$ cat config.mk
export PLATFORM = sky130hd
export DESIGN_NAME = mem_stage_ctrl
export DESIGN_NICKNAME = d
export VERILOG_FILES = /design/src/rtl/mem_stage_ctrl_pkg.sv /design/src/rtl/mem_wait_fsm.sv /design/src/rtl/mem_stage_ctrl.sv
export SDC_FILE = /design/constraint.sdc
export NUM_CORES = 1
export LEC_CHECK = 0
export ABC_AREA = 1
export BUFFER_PORTS_ARGS = -buffer_cell sky130_fd_sc_hd__buf_2
export CORE_MARGIN = 4
export CORE_UTILIZATION = 45
export DETAILED_ROUTE_END_ITERATION = 10
export GPL_TIMING_DRIVEN = 0
export PLACE_DENSITY_LB_ADDON = 0.15
export SYNTH_ARGS = -nofsm -noshare
export SYNTH_HDL_FRONTEND = slang
export SYNTH_HIERARCHICAL = 1
export SYNTH_SLANG_ARGS = --single-unit
$ cat constraint.sdc
create_clock -name clk -period 3.19 [get_ports clk]
set_clock_uncertainty 0.15 [all_clocks]
set_input_delay 0 -clock clk [delete_from_list [all_inputs] [get_ports clk]]
set_output_delay 0 -clock clk [all_outputs]
set_load 0.01 [all_outputs]
$ cat src/rtl/mem_stage_ctrl_pkg.sv
// mem_stage_ctrl_pkg: shared state encoding and default widths for the memory stage
package mem_stage_ctrl_pkg;
  typedef enum logic {IDLE = 1'b0, WAIT = 1'b1} state_t;
  localparam int DW_DEF = 16;
  localparam int RW_DEF = 3;
  localparam int MAX_WAIT_DEF = 15;
  localparam int CNT_W = 4;
endpackage

$ cat src/rtl/mem_wait_fsm.sv
// mem_wait_fsm: tracks an outstanding memory access, its wait count, timeout and pipeline stall
module mem_wait_fsm
  import mem_stage_ctrl_pkg::*;
#(
  parameter int MAX_WAIT = MAX_WAIT_DEF
) (
  input  logic   clk,
  input  logic   rst_n,
  input  logic   req,
  input  logic   done,
  output state_t state,
  output logic   timeout,
  output logic   stall_out
);
  logic [CNT_W-1:0] wait_cnt;
  logic             at_max;
  always_comb begin
    at_max = wait_cnt == CNT_W'(MAX_WAIT);
    timeout = state == WAIT && at_max && !done;
    stall_out = rst_n && (state == IDLE ? req && !done : !done && !at_max);
  end
  always_ff @(posedge clk) begin
    if (!rst_n) begin
      state <= IDLE;
      wait_cnt <= '0;
    end else if (state == IDLE) begin
      state <= req && !done ? WAIT : IDLE;
      wait_cnt <= '0;
    end else begin
      state <= done || at_max ? IDLE : WAIT;
      wait_cnt <= at_max ? wait_cnt : wait_cnt + CNT_W'(1);
    end
  end
endmodule

$ cat src/rtl/mem_stage_ctrl.sv
// mem_stage_ctrl: memory stage that issues data-memory accesses from EX/MEM and owns the MEM/WB latch
module mem_stage_ctrl
  import mem_stage_ctrl_pkg::*;
#(
  parameter int DW = DW_DEF,
  parameter int RW = RW_DEF,
  parameter int MAX_WAIT = MAX_WAIT_DEF
) (
  input  logic          clk,
  input  logic          rst_n,
  input  logic          exmem_valid,
  input  logic [DW-1:0] exmem_alu_out,
  input  logic [DW-1:0] exmem_st_data,
  input  logic          exmem_mem_rd,
  input  logic          exmem_mem_wr,
  input  logic          exmem_reg_wr,
  input  logic [RW-1:0] exmem_dst,
  input  logic          exmem_halt,
  output logic [DW-1:0] mem_addr,
  output logic [DW-1:0] mem_wdata,
  output logic          mem_en,
  output logic          mem_wr,
  input  logic [DW-1:0] mem_rdata,
  input  logic          mem_stall,
  input  logic          mem_done,
  output logic          stall_out,
  output logic          memwb_valid,
  output logic [DW-1:0] memwb_wb_data,
  output logic          memwb_reg_wr,
  output logic [RW-1:0] memwb_dst,
  output logic          memwb_halt,
  output logic          err
);
  state_t        state;
  logic          mem_op, unaligned, conflict, is_ld, is_st, req, ack, in_wait, timeout;
  logic [DW-1:0] addr_q, wdata_q;
  logic          wr_q, valid_q, reg_wr_q, halt_q;
  always_comb begin
    mem_op = exmem_valid && (exmem_mem_rd || exmem_mem_wr) && !exmem_halt;
    unaligned = mem_op && exmem_alu_out[0];
    conflict = mem_op && exmem_mem_rd && exmem_mem_wr;
    is_st = mem_op && exmem_mem_wr;
    is_ld = mem_op && !exmem_mem_wr;
    req = mem_op && !unaligned;
    ack = mem_done && !mem_stall;
    in_wait = state == WAIT;
    mem_en = rst_n && (in_wait || req);
    mem_wr = mem_en && (in_wait ? wr_q : is_st);
    mem_addr = !mem_en ? '0 : in_wait ? addr_q : exmem_alu_out;
    mem_wdata = !mem_en ? '0 : in_wait ? wdata_q : exmem_st_data;
  end
  mem_wait_fsm #(.MAX_WAIT(MAX_WAIT)) u_fsm (
    .clk(clk),
    .rst_n(rst_n),
    .req(req),
    .done(ack),
    .state(state),
    .timeout(timeout),
    .stall_out(stall_out)
  );
  // request is frozen at issue so a waiting access presents identical address/data/direction
  always_ff @(posedge clk) begin
    if (!rst_n) begin
      addr_q <= '0;
      wdata_q <= '0;
      wr_q <= 1'b0;
    end else if (!in_wait && req) begin
      addr_q <= exmem_alu_out;
      wdata_q <= exmem_st_data;
      wr_q <= is_st;
    end
  end
  always_ff @(posedge clk) begin
    if (!rst_n) begin
      valid_q <= 1'b0;
      memwb_wb_data <= '0;
      reg_wr_q <= 1'b0;
      memwb_dst <= '0;
      halt_q <= 1'b0;
      err <= 1'b0;
    end else begin
      err <= err || (!in_wait && (unaligned || conflict)) || timeout;
      if (stall_out) begin
        valid_q <= 1'b0;
      end else begin
        valid_q <= exmem_valid && !unaligned && !timeout;
        memwb_wb_data <= is_ld ? mem_rdata : exmem_alu_out;
        reg_wr_q <= exmem_reg_wr && !is_st;
        memwb_dst <= exmem_dst;
        halt_q <= exmem_halt;
      end
    end
  end
  assign memwb_valid = valid_q;
  assign memwb_reg_wr = reg_wr_q && valid_q;
  assign memwb_halt = halt_q && valid_q;
endmodule
* After elaboration in Yosys (flattened, before gate mapping)
Index checks and enable logic that the tools add are counted.
** Operators by class
- $add $sub $neg :: 1
- Eq/ne operators :: 1
- Mux-type cells :: 10
- Bitwise gates (word level) :: 1
- Reduce and logical (&&, ||, !) cells :: 40
** Operators with widths (number)
- 16-bit 2-to-1 mux :: 5
- 1-bit logical AND :: 23
- 1-bit logical NOT :: 9
- 1-bit logical OR :: 6
- 1-bit 2-to-1 mux :: 5
- 4-bit by 1-bit adder with 4-bit output, second input constant :: 1
- 4-bit == test, second input constant :: 1
- 2-bit AND reduction :: 1
- 2-bit OR reduction :: 1
- 1-bit inverter :: 1
** Word-level totals
- Register bits after elaboration :: 61
- Bits of input ports :: 60
- Output and inout bits :: 58
- Logic and storage cells :: 64

* Longest topological paths before layout
Gate-level depths: netlist of the first run.
- Depth in word-level cells :: 10
- Mapped depth :: 10

* By module
Netlist of the first run, hierarchy kept.
** Modules (own cells, without submodules)
- mem_stage_ctrl :: times used 1, cells an instance 500, area each 3052.9 µm²
- mem_wait_fsm :: times used 1, cells an instance 38, area each 247.7 µm²

* Least setup slack after synthesis of the first run
OpenSTA, ideal clock, no wires.
- Path kind :: register to register
- From :: register u_fsm.wait_cnt[0]
- To :: register memwb_wb_data[0]
- Library setup time :: 0.060 ns
- Arrival :: 1.650 ns
- Data required time :: 2.980 ns
- Path slack :: 1.331 ns
- Cell stages (with the launch flop) :: 9
- Buffers on the path :: 2
- Clock period less this slack :: 1.859 ns
- Cells stage by stage :: dfxtp_1 > ha_1 > nand3_2 > nor2_1 > nor2_1 > buf_2 > clkbuf_1 > nand3_1 > nand2_1
** On the way
- Word-level cells in the longest chain between the ends :: 5
** Ends and longest elaborated chain
- from (decl) :: line mem_wait_fsm.sv:15 : logic [CNT_W-1:0] wait_cnt;
- from (signal assigned) :: line mem_wait_fsm.sv:31 : wait_cnt <= at_max ? wait_cnt : wait_cnt + CNT_W'(1);
- 4-bit == test :: line mem_wait_fsm.sv:18 : at_max = wait_cnt == CNT_W'(MAX_WAIT);
- 1-bit logical NOT :: line mem_wait_fsm.sv:20 : stall_out = rst_n && (state == IDLE ? req && !done : !done && !at_max);
- 1-bit logical AND :: line mem_wait_fsm.sv:20
- 1-bit 2-to-1 mux :: line mem_wait_fsm.sv:20
- 1-bit logical AND :: line mem_wait_fsm.sv:20
- net stall_out :: line mem_stage_ctrl.sv:26 : output logic stall_out,
- to (signal assigned) :: line mem_stage_ctrl.sv:87 : memwb_wb_data <= is_ld ? mem_rdata : exmem_alu_out;
- to (decl) :: line mem_stage_ctrl.sv:28 : output logic [DW-1:0] memwb_wb_data,
The timed path passes the listed nets, and every way through them passes these cells.
A chain may end at the register's enable or synchronous reset.

* Final worst setup path of the first run
- From :: input port exmem_mem_wr
- To :: register memwb_wb_data[4]
** On the way
- Word-level cells in the longest chain between the ends :: 9
- Elaborated cells between the ends (all ways) :: 12
** Ends and longest elaborated chain
- from (decl) :: line mem_stage_ctrl.sv:15 : input logic exmem_mem_wr,
- 1-bit logical OR * :: line mem_stage_ctrl.sv:39 : mem_op = exmem_valid && (exmem_mem_rd || exmem_mem_wr) && !exmem_halt;
- 1-bit logical AND * (2 in series) :: line mem_stage_ctrl.sv:39
- 1-bit logical AND :: line mem_stage_ctrl.sv:40 : unaligned = mem_op && exmem_alu_out[0];
- 1-bit logical NOT :: line mem_stage_ctrl.sv:44 : req = mem_op && !unaligned;
- 1-bit logical AND * :: line mem_stage_ctrl.sv:44
- net req :: line mem_stage_ctrl.sv:35 : logic mem_op, unaligned, conflict, is_ld, is_st, req, ack, in_wait, timeout;
- 1-bit logical AND * :: line mem_wait_fsm.sv:20
- 1-bit 2-to-1 mux * :: line mem_wait_fsm.sv:20
- 1-bit logical AND * :: line mem_wait_fsm.sv:20
Mark *: on every way through the listed nets, which the timed path passes. The rest lies on a longest branch.

==> flow_summary_export.csv, run 1 <==
group,metric,value,unit
finish,stdcell_area,5030,sq um
timing,clock.fmax,341,MHz
finish,area_growth,52.4,%
global_route,antenna_found_initial,0,
placed_design,dp_cells,751,
route,drtAntennaViolNets,0,
timing,finalCritPeriodShare,0.920,
worst_setup_path,crit_path_start_kind,"primary input",
route,first_pass_iters,5,
global_route,grt_pass1_wl,19000,um
yosys,avgSynthCellArea,6.14,sq um
yosys,synth.cell_area,3300,sq um
finish,drive_gt1_frac,0.222,
placed_design,globalplace.congestion,0.799,
global_route,grt_pass1_vias,4166,
pwr,switching_share,0.272,
finish,final_common_cell,"nor2_1",
route,vias,4294,
pwr,p_seq_frac,0.428,
pwr,pwr-share-comb,0.201,
route,vias_per_cell,5.07,
route,drt_iter0_markers,237,
flow_run,cap_violations,0,
floorplan,die_area,8770,sq um
clocking,clockRootBuffer,"clkbuf_8",
yosys,ys_types,21,
worst_setup_path,worst_setup_path_end_kind,"register",
status,status,"finished, final reports clean",
clocking,clkSinkCount,61,
yosys,synth_ff_type,"dfxtp_1",
pwr,power_density,383,nW/um^2
finish,antennaDiodeCount,0,
timing,slew_headroom,0.636,
clocking,clkTransAtPathRegs,0.07,ns
yosys,synth-seq-cells,61,
floorplan,die_w,93.6,um
route,wl_per_cell,13.6,um
pwr,p_int,1.40,mW
pwr,pwr-share-clk,0.371,
finish,layout_common_cells,"nor2_1 (154), buf_2 (138), dlygate4sd3_1 (82)",
timing,period_minus_slack,2.94,ns
yosys,yosys_warnings,6,
floorplan,ios,118,
placed_design,place_area,4010,sq um
yosys,synth_edf_count,0,
clocking,clk_latency,0.34,ns
worst_setup_path,crit_path_max_fanout,10,
worst_setup_path,crit_arrival,3.07,ns
floorplan,dieHeight,93.6,um
timing,finalMaxSlewViolations,0,
yosys,ys_async_sr_fraction,0,
placed_design,dpl.hpwl,7310,um
global_route,grt_max_degree,11,
placed_design,io_buffers,117,
global_route,grt_usage,0.270,
worst_setup_path,crit_required,3.33,ns
yosys,netlist_instances,538,
pwr,switching_power,0.524,mW
yosys,ys_seq_area_frac,0.370,
floorplan,initial_utilization,0.475,
worst_hold_path,hold_path_depth,7,
clocking,cts_tree,"done",
pwr,cellLeakagePower,2.68,nW
route,drt_drc_violations_left,0,
pwr,ir_drop,258,uV
worst_setup_path,critPathKind,"in2reg",
timing,setup_viol_count_final,0,
clocking,cts_setup_buffers,0,
worst_setup_path,reg2regPathDepth,9,
yosys,syn-num-nets,599,
global_route,gr-total-overflow,0,
timing,hold_viol_final,0,
worst_hold_path,hold_path_class,"in2reg",
finish,stdcell_count,847,
clocking,cts_max_level,3,
timing,rsz0062_at_grt,"no",
route,totalWireLength,11500,um
floorplan,rows,30,
timing,setup_tns,0,ns
finish,final_nets,809,
floorplan,core,6940,sq um
timing,worstMarginPinSlew,0.546,ns
clocking,cts_max_path_buffers,2,
clocking,cts_made_buffers,9,
final timing paths:
path                           from          endpoint  slack (ns)
setup / recovery       exmem_mem_wr  memwb_wb_data[4]        0.25
hold / removal          exmem_valid       wdata_q[15]        0.02
setup reg to reg  u_fsm/wait_cnt[0]  memwb_wb_data[4]        0.47
hold reg to reg    memwb_wb_data[7]  memwb_wb_data[7]        0.31
cell type report:
cell class | instances | area, sq um
tap | 96 | 120
buffer | 36 | 173
fill | 581 | 1920
clock inverter | 1 | 30.0
sequential | 61 | 1220
clock buffer | 13 | 169
multi-input combinational | 373 | 1650
inverter | 68 | 255
timing repair buffer | 199 | 1410
worst max-delay path, cell delays in order:
cell and delay (ns):
dlygate4sd3_1 0.55, buf_2 0.14, inv_2 0.20, nand2_2 0.10, nand3_4 0.11, inv_1 0.05, o21ai_0 0.27, nor2_1 0.16
nor2_2 0.41, buf_2 0.33, nand3_1 0.12, dlygate4sd3_1 0.57, nand2_1 0.06
flip-flops by register name, indices dropped and copies added (netlist names), 3 cells and up:
| name | count |
|---|---|
| u_fsm/wait_cnt | 4 |
| memwb_wb_data | 16 |
| memwb_dst | 3 |
| addr_q | 16 |
| wdata_q | 16 |
cell families (layout without fill, tap and decap cells):
group	after synthesis	after routing	share of synthesized area
adders and majority gates	1	1	0.00379
and+or+nand+nor	329	329	0.431
buffers and inverters	104	317	0.130
DFF	61	61	0.370
AOI/OAI and AO/OA	43	43	0.0660
repair_timing:
item | in CTS | in global routing
endpoints found under the hold margin | 60 | 0
setup endpoints to repair | 0 | 9
hold buffers | 82 | 0
gates resized for setup | 0 | 1
power groups by stage:
stage | registers, mW | clock network [mW] | logic (mW)
CTS | 0.823 | 0.718 | 0.377
floorplan | 0.846 | 0 | 0.175
global route | 0.827 | 0.763 | 0.430
finish | 0.823 | 0.713 | 0.387
detailed placement | 0.839 | 0 | 0.298
global placement | 0.838 | 0 | 0.292
Yosys cell counts, types with 4 or more instances:
cell type  number  share of area
inv_1          64          0.073
nand3_1        51          0.077
o21ai_0         7          0.011
buf_2          21          0.032
buf_1           9          0.010
inv_2           4         0.0045
dfxtp_1        61           0.37
a21oi_1        35          0.053
nor2_1        155           0.18
nand4_1        32          0.061
nand2_1        81          0.092
routing by layer:
layer	global-route usage	up-vias	wire (um)
li1	-	2107	-
met1	0.319	1962	4690
met2	0.473	195	5670
met3	0.0628	30	863
met4	0.0975	0	292
met5	0	-	0
per-stage QoR:
stage | hold WS (ns) | worst slack (ns) | util | power (mW)
after floorplan | -0.0148 | 1.33 | - | 1.02
after global placement | 0.0873 | 0.939 | 0.577 | 1.13
after detailed placement | 0.100 | 0.911 | 0.577 | 1.14
after CTS | 0.0118 | 0.228 | 0.724 | 1.92
after global routing | 0.0398 | 0.169 | 0.724 | 2.02
final | 0.0194 | 0.254 | 0.724 | 1.92
(Power assumes the default switching activity.)
==> run 2: changes to the inputs <==
SYNTH_HIERARCHICAL = default   (was 1)
==> run 2 against run 1 <==
Effect of this change:
- highest routed layer unchanged
- synthesized cell count shrank 13%
- count of clock-buffer cells in the layout shrank 2
- via count fell by 10%
- combinational power fell by 5.7%
- global-route usage decreased by 1.8 points
- critical endpoint is now err
- cell count is 11% lower
==> flow_summary_export.csv, run 2 <==
group,metric,value,unit
clocking,clkSinkCount,61,
worst_setup_path,worst_setup_path_end_kind,"register",
yosys,avgSynthCellArea,6.96,sq um
timing,finalCritPeriodShare,0.830,
route,drt_drc_violations_left,0,
worst_setup_path,critPathKind,"reg2reg",
timing,hold_viol_final,0,
clocking,clk_latency,0.34,ns
floorplan,ios,118,
worst_setup_path,crit_chain,"ha_1 -> nand3_2 -> nor2_2 -> o21ai_0 -> dlygate4sd3_1 -> nand2_1 -> nor2_1 -> dlygate4sd3_1 -> nor2_1",
timing,slew_headroom,0.665,
route,first_pass_iters,7,
worst_setup_path,crit_required,3.32,ns
worst_setup_path,worstPathBufferInverterCount,2,
worst_setup_path,crit_path_start_kind,"register",
finish,largestRegisters,"addr_q x16, memwb_wb_data x16, wdata_q x16",
finish,fill_cells,631,
placed_design,globalplace.congestion,0.891,
worst_hold_path,hold_path_class,"in2reg",
yosys,synth_edf_count,0,
clocking,cts_resized,0,
pwr,cellLeakagePower,2.28,nW
floorplan,initial_utilization,0.470,
worst_setup_path,cpMaxStageDelayCell,"dlygate4sd3_1",
yosys,netlist_instances,466,
floorplan,die_area,8630,sq um
global_route,antenna_found_initial,0,
clocking,clkTransAtPathRegs,0.06,ns
yosys,ys_top_cells_by_count,"nand2_1 (130), nor2_1 (76), dfxtp_1 (61)",
placed_design,dpl.hpwl,7180,um
global_route,grt_pass1_vias,3757,
finish,antennaDiodeCount,0,
timing,finalMaxSlewViolations,0,
clocking,cts_max_path_buffers,2,
timing,clock.fmax,378,MHz
floorplan,core,6910,sq um
finish,area_growth,45.9,%
worst_setup_path,crit_arrival,2.77,ns
timing,rsz0062_at_grt,"no",
yosys,synth-seq-cells,61,
yosys,yosysMostFrequentCell,"nand2_1",
worst_setup_path,slowest_delay,0.59,ns
route,wl_per_cell,14.0,um
pwr,power_density,398,nW/um^2
finish,layout_common_cells,"nand2_1 (130), buf_2 (124), nor2_1 (76)",
worst_setup_path,crit_path_max_fanout,5,
floorplan,rows,30,
timing,worstMarginPinSlew,0.503,ns
finish,final_common_cell,"nand2_1",
finish,drive_gt1_frac,0.300,
clocking,cts_tree,"done",
route,drt_iter0_markers,246,
timing,period_minus_slack,2.65,ns
yosys,synth_top_area_frac,0.376,
placed_design,dp_cells,678,
global_route,grt_max_degree,11,
global_route,gr-total-overflow,0,
yosys,yosys_warnings,0,
status,status,"finished, final reports clean",
clocking,cts_made_buffers,9,
route,vias,3856,
yosys,synth_ff_type,"dfxtp_1",
global_route,grt_usage,0.252,
clocking,cts_max_level,3,
yosys,yosys.area.top_type,"dfxtp_1",
floorplan,die_w,92.9,um
yosys,synth_area_leaders,"dfxtp_1 (38%), nand2_1 (15%), nor2_1 (8.8%)",
route,drtAntennaViolNets,0,
global_route,grt_pass1_wl,17500,um
route,totalWireLength,10500,um
timing,setup_tns,0,ns
yosys,synth.cell_area,3240,sq um
placed_design,io_buffers,116,
finish,final_nets,713,
clocking,clockRootBuffer,"clkbuf_8",
yosys,ys_seq_area_frac,0.376,
finish,stdcell_count,752,
yosys,syn-num-nets,527,
timing,setup_viol_count_final,0,
floorplan,dieHeight,92.9,um
yosys,ys_async_sr_fraction,0,
yosys,ys_types,28,
worst_setup_path,crit_family,"buffers and inverters",
flow_run,cap_violations,0,
route,vias_per_cell,5.13,
pwr,ir_drop,255,uV
## run 2: stage by stage
stage | hold slack [ns] | setup slack [ns] | utilization | instance area, sq um | total power [mW]
global route | 0.0739 | 0.375 | 0.686 | 4730 | 1.97
finish | 0.0433 | 0.544 | 0.686 | 4730 | 1.88
CTS | 0.0309 | 0.588 | 0.686 | 4730 | 1.89
global placement | 0.0939 | 1.56 | 0.571 | 3950 | 1.14
floorplan | -0.0306 | 1.72 | - | 3240 | 1.02
detailed placement | 0.0936 | 1.52 | 0.571 | 3950 | 1.14
## run 2: worst reg2reg max path: cells and delay by family, from the launching register on
| kind | cells | cell delay (ns) |
|---|---|---|
| DFF | 1 | 0.37 |
| buffers and inverters | 2 | 1.14 |
| AOI/OAI and AO/OA | 1 | 0.15 |
| and+or+nand+nor | 5 | 0.52 |
| adders and majority gates | 1 | 0.26 |
## run 2: logic make-up after synthesis
logic type	after synthesis	synth area share
AND/OR/NAND/NOR	281	0.386
AO/OA/AOI/OAI	70	0.141
flip-flops	61	0.376
buffers and inverters	52	0.0899
XOR/XNOR	1	0.00270
adder cells (fa/ha/maj)	1	0.00386
## run 2: power by group
group | leakage, nW | internal [mW] | switching, mW | total, mW
combinational | 1.68 | 0.165 | 0.200 | 0.365
sequential | 0.500 | 0.804 | 0.0213 | 0.825
clock | 0.101 | 0.396 | 0.299 | 0.695
total | 2.28 | 1.37 | 0.520 | 1.88
## run 2: final timing paths
kind	startpoint	end	slack, ns	depth (start not counted)
setup / recovery	u_fsm.wait_cnt[0]	err	0.54	9
setup reg to reg	u_fsm.wait_cnt[0]	err	0.54	9
hold / removal	rst_n	memwb_wb_data[15]	0.04	4
hold reg to reg	addr_q[0]	addr_q[0]	0.29	2
## run 2: final cells by class
| class | instances | area, sq um | area share |
|---|---|---|---|
| multi-input combinational | 353 | 1730 | 0.366 |
| sequential | 61 | 1220 | 0.258 |
| timing repair buffer | 175 | 1170 | 0.247 |
| buffer | 37 | 231 | 0.0489 |
| clock buffer | 11 | 151 | 0.0320 |
| tap | 96 | 120 | 0.0254 |
| inverter | 15 | 60.1 | 0.0127 |
| clock inverter | 4 | 47.5 | 0.0100 |
## run 2: timing repair
| item | 4_1_cts | 5_1_grt |
|---|---|---|
| endpoints found under the hold margin | 55 | 0 |
| buffers inserted | 0 | 0 |
| hold buffers | 59 | 0 |
## run 2: metal layers
layer	routed length [um]	share of wire	track usage	vias up
met1	4410	0.42	0.309	1777
met5	0	0	0	-
li1	-	-	-	1910
met3	669	0.064	0.0601	30
met2	5180	0.49	0.431	139
met4	268	0.025	0.0879	0
